$ cat src/rtl/pipe_ctrl.sv
// Pipeline stall/flush/freeze controller with a RUN/STALL FSM and a bubble down-counter.
// Define PIPE_CTRL_PERF_EN to add saturating stall/flush performance counters.
module pipe_ctrl #(
  parameter int PERF_W = 16
) (
  input  logic              clk,
  input  logic              rst,
  input  logic              stall_req,
  input  logic [1:0]        stall_cycles,
  input  logic              flush_req,
  input  logic              ext_hold,
  output logic              pc_hold,
  output logic              ifid_hold,
  output logic              idex_bubble,
  output logic              idex_hold,
  output logic              exmem_hold,
  output logic              memwb_hold,
  output logic              ifid_flush,
  output logic              idex_flush,
  output logic              busy,
  output logic [1:0]        stall_cnt_o,
  output logic [PERF_W-1:0] perf_stall_o,
  output logic [PERF_W-1:0] perf_flush_o
);

  typedef enum logic {
    RUN   = 1'b0,
    STALL = 1'b1
  } state_e;

  state_e     state_q, state_d;
  logic [1:0] cnt_q, cnt_d;
  logic       req_valid;
  logic       stall_active;

  // NOTE: every signal written here gets a default first, so no path can infer a latch.
  always_comb begin
    req_valid    = stall_req && (stall_cycles != 2'd0);
    // A request seen in RUN bubbles immediately; STALL ignores new requests.
    stall_active = ((state_q == RUN) && req_valid) || (state_q == STALL);

    state_d     = state_q;
    cnt_d       = cnt_q;
    pc_hold     = 1'b0;
    ifid_hold   = 1'b0;
    idex_bubble = 1'b0;
    idex_hold   = 1'b0;
    exmem_hold  = 1'b0;
    memwb_hold  = 1'b0;
    ifid_flush  = 1'b0;
    idex_flush  = 1'b0;
    busy        = !rst && (state_q == STALL);
    stall_cnt_o = cnt_q;

    if (rst) begin
      // Outputs stay quiet; the state clear happens in the register below.
    end else if (ext_hold) begin
      pc_hold    = 1'b1;
      ifid_hold  = 1'b1;
      idex_hold  = 1'b1;
      exmem_hold = 1'b1;
      memwb_hold = 1'b1;
    end else if (flush_req) begin
      ifid_flush = 1'b1;
      idex_flush = 1'b1;
      state_d    = RUN;
      cnt_d      = 2'd0;
    end else if (stall_active) begin
      pc_hold     = 1'b1;
      ifid_hold   = 1'b1;
      idex_bubble = 1'b1;
      if (state_q == RUN) begin
        if (stall_cycles == 2'd1) begin
          cnt_d = 2'd0;
        end else begin
          state_d = STALL;
          cnt_d   = stall_cycles - 2'd1;
        end
      end else if (cnt_q == 2'd1) begin
        state_d = RUN;
        cnt_d   = 2'd0;
      end else begin
        cnt_d = cnt_q - 2'd1;
      end
    end
  end

  // NOTE: sequential state uses non-blocking assignments so all flops update together.
  always_ff @(posedge clk) begin
    if (rst) begin
      state_q <= RUN;
      cnt_q   <= 2'd0;
    end else begin
      state_q <= state_d;
      cnt_q   <= cnt_d;
    end
  end

`ifdef PIPE_CTRL_PERF_EN
  logic [PERF_W-1:0] perf_stall_q, perf_stall_d;
  logic [PERF_W-1:0] perf_flush_q, perf_flush_d;

  // Counters saturate at all-ones rather than wrapping.
  always_comb begin
    perf_stall_d = perf_stall_q;
    perf_flush_d = perf_flush_q;
    if (idex_bubble && (perf_stall_q != '1)) perf_stall_d = perf_stall_q + PERF_W'(1);
    if (ifid_flush && (perf_flush_q != '1)) perf_flush_d = perf_flush_q + PERF_W'(1);
  end

  always_ff @(posedge clk) begin
    if (rst) begin
      perf_stall_q <= '0;
      perf_flush_q <= '0;
    end else begin
      perf_stall_q <= perf_stall_d;
      perf_flush_q <= perf_flush_d;
    end
  end

  assign perf_stall_o = perf_stall_q;
  assign perf_flush_o = perf_flush_q;
`else
  assign perf_stall_o = '0;
  assign perf_flush_o = '0;
`endif

endmodule

$ cat config.mk
export PLATFORM = sky130hd
export DESIGN_NAME = pipe_ctrl
export DESIGN_NICKNAME = d
export VERILOG_FILES = /design/src/rtl/pipe_ctrl.sv
export SDC_FILE = /design/constraint.sdc
export NUM_CORES = 1
export LEC_CHECK = 0
export CAP_MARGIN = 20
export CORE_UTILIZATION = 29
export DETAILED_ROUTE_END_ITERATION = 6
export PLACE_DENSITY = 0.83
export SYNTH_ARGS = -nofsm -noshare
export SYNTH_HDL_FRONTEND = slang
export SYNTH_SLANG_ARGS = --single-unit
$ cat constraint.sdc
create_clock -name clk -period 1.51 [get_ports clk]
set_clock_uncertainty 0.2 [all_clocks]
set_input_delay 0.302 -clock clk [delete_from_list [all_inputs] [get_ports clk]]
set_output_delay 0.302 -clock clk [all_outputs]
set_load 0.03 [all_outputs]
==> reports/qor.txt <==
Min-delay worst type: primary input to register
Initial DRC Count: 7
Initial Utilization: 0.328
CTS tree: yes
Max_cap viols: 0
Cell area after placement: 634 um^2
Crit end category: output pin
Routed WL: 817 um
Switching share of total power: 0.460
FILL cells: 158
Cell-internal power: 0.252 mW
Hold slack: 297 ps
Worst R2R Start: state_q
Number of global-route vias before repair: 329
Synthesized area per cell: 7.49 um^2
Post-synth EDFFs: 0
Number of nets in the layout: 105
Pin count of the biggest net entering global routing: 10
Fin cells: 110
Critical path origin: stall_cycles[1]
Final Hold Fails: 0
Detail Placement HPWL: 686 um
Worst-Skew Late Latency: 220 ps
Die area: 0.00195 mm^2
Area contributors post-synth: buf_4 (52%), dfxtp_1 (12%), ha_1 (7.3%), inv_1 (4.4%), o32ai_1 (3.4%)
Clock power share: 0.287
Cells after synthesis: 69
Die Span X: 44.2 um
Area grow syn2layout: 38.5%
Seq/Total Area, Yosys: 0.116
Vias post-DR: 418
Prevailing post-synth register cell: dfxtp_1
CTS Buf Count: 3
Dpl cells: 104
CTS clk-pin slew, worst paths: 40 ps
# rows: 14
Logic pwr share: 0.529
Total power: 0.466 mW
Outcome: finished with violations
Io pins: 50
Die Y: 44.2 um
Crit path arrival time: 1090 ps
Yosys top cell by area: buf_4
R2r worst-path depth: 4
Number of port buffers: 17
Yosys warnings: 0
Reg2Reg Setup Slack: 220 ps
Layout cells sized above 1: 0.404
Crit path kind: primary input to output pin
GPL Wtd Cong: 0.777
Initial antenna violation count: 0
Drt wl/cell: 7.43 um
#FFs+latches synth: 3
Number of library cell types mapped by synthesis: 16
Bufs on Longest Clock Path: 2
Register share of total power: 0.184
Cell area after layout: 716 um^2
CTS Root Cell: clkbuf_4
Synth top area share: 0.523
Post-DRT Antenna Nets: 0
Most frequent cell after synthesis: buf_4
Worst setup path endpoint: ifid_hold
# diodes: 0
Clock sinks: 3
Global-route wire length before repair: 1.24 mm
Fmax achieved: 0.628 GHz
Startpoint Class: primary input
Setup ws final: -81.7 ps
Fin. max-slew vios: 0
Tcrit/Tclk final: 1.05
Failing checks: DRC, setup timing
Gr ovfl total: 0
Fin crit period: 1590 ps
FF-to-FF End: state_q
Required time worst endpoint: 1010 ps
Hold_buf cts: 0
Min-delay src: ext_hold
Core area: 0.00158 mm^2
DR pass1 iterations: 7
Net Switching: 0.214 mW
Setup_tns: -200 ps
Htree depth: 1
Ys async rst share: 0
Syn Std Cell Area: 517 um^2
Overall Global Routing Usage: 0.0821
Setup-failing EPs final: 3
PD cells: 651 mW/mm^2
Peak supply drop: 0.411 mV
Vias per cell: 3.80
Crit path max fanout: 3
Leak: 0.381 nW
RSZ-0062 raised after global routing: true
Top cells by instance count after synthesis: buf_4 (36), inv_1 (6), nor2_1 (4)
Number of remaining DRC errors: 1
-- state kept, by name, summed over array words and instances, names as in the netlist --
signal / cells
stall_cnt_o: 2
state_q: 1
-- cells by family (layout without fill, tap and decap cells) --
group / after synthesis / count (layout) / synth area share
fa+ha+maj: 3 / 3 / 0.0726
simple gates: 9 / 9 / 0.0872
buf+inv: 43 / 37 / 0.588
compound gates: 10 / 10 / 0.128
other cells: 1 / 32 / 0.00726
flops: 3 / 3 / 0.116
-- worst max-delay path: stages --
cell	delay, ps
buf_8	90
inv_12	30
ha_4	150
nor2b_4	150
o21bai_4	70
a21oi_4	150
buf_6	150
-- stage by stage --
stage | setup WS [ps] | util
floorplan | -114 | -
global placement | -639 | 0.402
detailed placement | -663 | 0.402
CTS | -105 | 0.452
global route | -105 | 0.454
finish | -81.7 | 0.454
-- power groups by stage --
stage	registers (mW)	clock network, mW	logic [mW]
after global routing	0.0861	0.143	0.261
after CTS	0.0856	0.138	0.246
after floorplan	0.0882	0	0.243
final	0.0856	0.134	0.246
after detailed placement	0.0871	0	0.234
after global placement	0.0868	0	0.232
-- final cells by class --
cell class                      count  area [um^2]  share of cell area
Clock buffer                        4         26.3              0.0367
Sequential cell                     3         63.8              0.0892
Inverter                            6         40.0              0.0559
Tap cell                           16         20.0              0.0280
Multi-Input combinational cell     54          328               0.458
Timing Repair Buffer               27          238               0.332
-- cells in the final DEF (no fill, tap or decap), drive strengths merged --
cell and count:
inv 6, ha 3, a21oi 3, dfxtp 3, o31a 1, nor2 4, o21bai 1, nor3b 1
dlygate4sd2 2, clkbuf 4, conb 32, o32ai 2, o31ai 1, nor2b 2, nor3 2, buf 25
o21ai 2
-- worst min-delay path by stage --
stage / end / slack (ps) / cells after the start
floorplan: stall_cnt_o[0] / 220 / 1
global placement: stall_cnt_o[0] / 300 / 2
detailed placement: stall_cnt_o[0] / 310 / 2
CTS: state_q / 310 / 4
global route: stall_cnt_o[1] / 340 / 2
finish: state_q / 300 / 4
-- timing repair --
item / in CTS / in global routing
pin swaps: 5 / 1
setup buffers: 2 / 0
resized for setup: 36 / 1
setup endpoints to repair: 12 / 6
-- routing by layer --
metal,track usage,share of wire
met5,0,0
met4,0.0364,0
met1,0.0711,0.32
met2,0.182,0.57
met3,0.00408,0.11
Power figures use the tool's default switching activity.
==> RTL change: new RTL, same flow settings <==
The option `PIPE_CTRL_PERF_EN` is turned on by a define.
--- a/src/rtl/pipe_ctrl.sv
+++ b/src/rtl/pipe_ctrl.sv
@@ -2,2 +2,4 @@
 // Define PIPE_CTRL_PERF_EN to add saturating stall/flush performance counters.
+`define PIPE_CTRL_PERF_EN
+
 module pipe_ctrl #(
Function: changed (Yosys sat finds a counterexample within 4 cycles, from zero or initial values and one cycle with rst high).
==> RTL change against the original RTL <==
The run ends with setup timing left; largest cell class unchanged; power rose to 4.3 times the old value; design area rose to 5.8 times the old value; sequential cell count increased by 32; hold slack worse by 0.021 ns; wire length rose to 10 times the old value; combinational power rose by 24%; critical path type is now reg -> reg; highest routed layer is now met4; critical endpoint is now perf_stall_o[14]; area after synthesis rose to 3.8 times the old value; worst setup slack worse by 0.37 ns.
==> RTL change: results <==
power_and_ir_drop:
  combPwrFrac_pct: 15.4
  p_seq_uw: 902
  power.leakage_nw: 1.83
  ir_drop_mv: 0.470
  swShare_pct: 26.6
  power_frac_seq_pct: 45.4
setup_path:
  arrival_ns: 1.94
  cp_max_fo: 6
  path_delay_family: "simple AND/OR/NAND/NOR gates"
  cpPeakStageDelay_ns: 0.48
  crit_slowest_cell: "or4b_4"
cts:
  clkLatencyLatePin_ns: 0.30
  cts_buffers: 5
  cts-root-buf: "clkbuf_8"
  htree_levels: 2
  clockBufferDepth: 2
  clk_pin_slew_ns: 0.07
synthesis:
  synthTopCellsByCount: "dfxtp_1 (35), nand2_1 (18), inv_1 (15)"
  ys_seq_area_share_pct: 35.4
  synthAdderAreaFrac_pct: 3.16
  async_reset_ff_share_pct: 0
  synth-xor-area-share_pct: 0
  synthMuxAreaShare_pct: 7.58
  synth_compound_area_share_pct: 19.0
  syn-num-nets: 245
  synth_cell_types: 45
  ys_top_cells_by_area: "dfxtp_1 (35%), o31ai_1 (3.8%), a21oi_1 (3.5%)"
  yosysWarnings: 0
  syn_inst: 233
hold_path:
  hold_class: "in -> reg"
final_layout:
  n_antenna_cell: 0
  final_cells: 473
  drive_gt1_share_pct: 70.2
  fill_cells: 471
  nets: 407
placement:
  place_area_um2: 3270
  port_buffers: 49
  dp.cells: 429
  dp_hpwl_um: 4670
  place.gp.congestion: 0.843
global_route:
  grt_util_all_layers_pct: 19.9
  grt-ovfl-total: 0
  grt_pass1_wl_um: 11200
  grt_pass1_vias: 2464
  antenna_found_initial: 0
  grt_max_degree: 30
timing:
  timing.final.ws_setup_ns: -0.451
  timing.slew.headroom_pct: 62.6
  finalSetupViolations: 39
route:
  drt_iter0_drc: 114
  wl_um: 8280
  firstDrtPassIters: 6
  via_per_inst: 5.50
status:
  violations: "setup timing"
  status: "complete, but fails checks"
==> RTL change: metal layers <==
| layer | wire length, µm | track usage (%) | up-vias |
|---|---|---|---|
| met5 | 0 | 0 | - |
| met4 | 208 | 11.9 | 0 |
| met1 | 3150 | 20.3 | 1295 |
| met3 | 358 | 4.82 | 22 |
| li1 | - | - | 1204 |
| met2 | 4560 | 36.7 | 79 |
==> RTL change: final cells by class <==
cell class	instances	area [µm²]	area share, %
clock buffers	8	100	2.42
repair buffers	166	1430	34.7
well taps	77	96.3	2.33
flip-flops and latches	35	795	19.2
inverters	17	95.1	2.30
multi-input cells	170	1620	39.1
==> RTL change: worst reg2reg max path: stages (launching register included) <==
cell     delay [ns]
dfxtp_4        0.35
and4_1         0.22
or4b_4         0.48
buf_6          0.16
nor3_4         0.13
mux2_4         0.32
==> RTL change: metrics by stage <==
step | hold slack, ns | setup TNS, ns | setup WS (ns)
after floorplan | 0.274 | -7.13 | -0.529
after global placement | 0.290 | -29.56 | -0.907
after detailed placement | 0.301 | -30.74 | -0.953
after CTS | 0.267 | -7.99 | -0.427
after global routing | 0.276 | -11.46 | -0.496
final | 0.276 | -9.48 | -0.451
==> RTL change: path summary, 6_finish.rpt <==
check | startpoint | to | slack, ns | cells after the start
max | perf_stall_o[3] | perf_stall_o[14] | -0.45 | 5
min reg2reg | stall_cnt_o[1] | stall_cnt_o[1] | 0.32 | 1
max reg2reg | perf_stall_o[3] | perf_stall_o[14] | -0.45 | 5
min | rst | perf_flush_o[0] | 0.28 | 3
==> RTL change: repair_timing <==
item | in CTS | in global routing
setup endpoints to repair | 44 | 49
pin swaps | 26 | 29
cloned | 0 | 0
gates resized for setup | 99 | 47
buffers inserted | 25 | 18
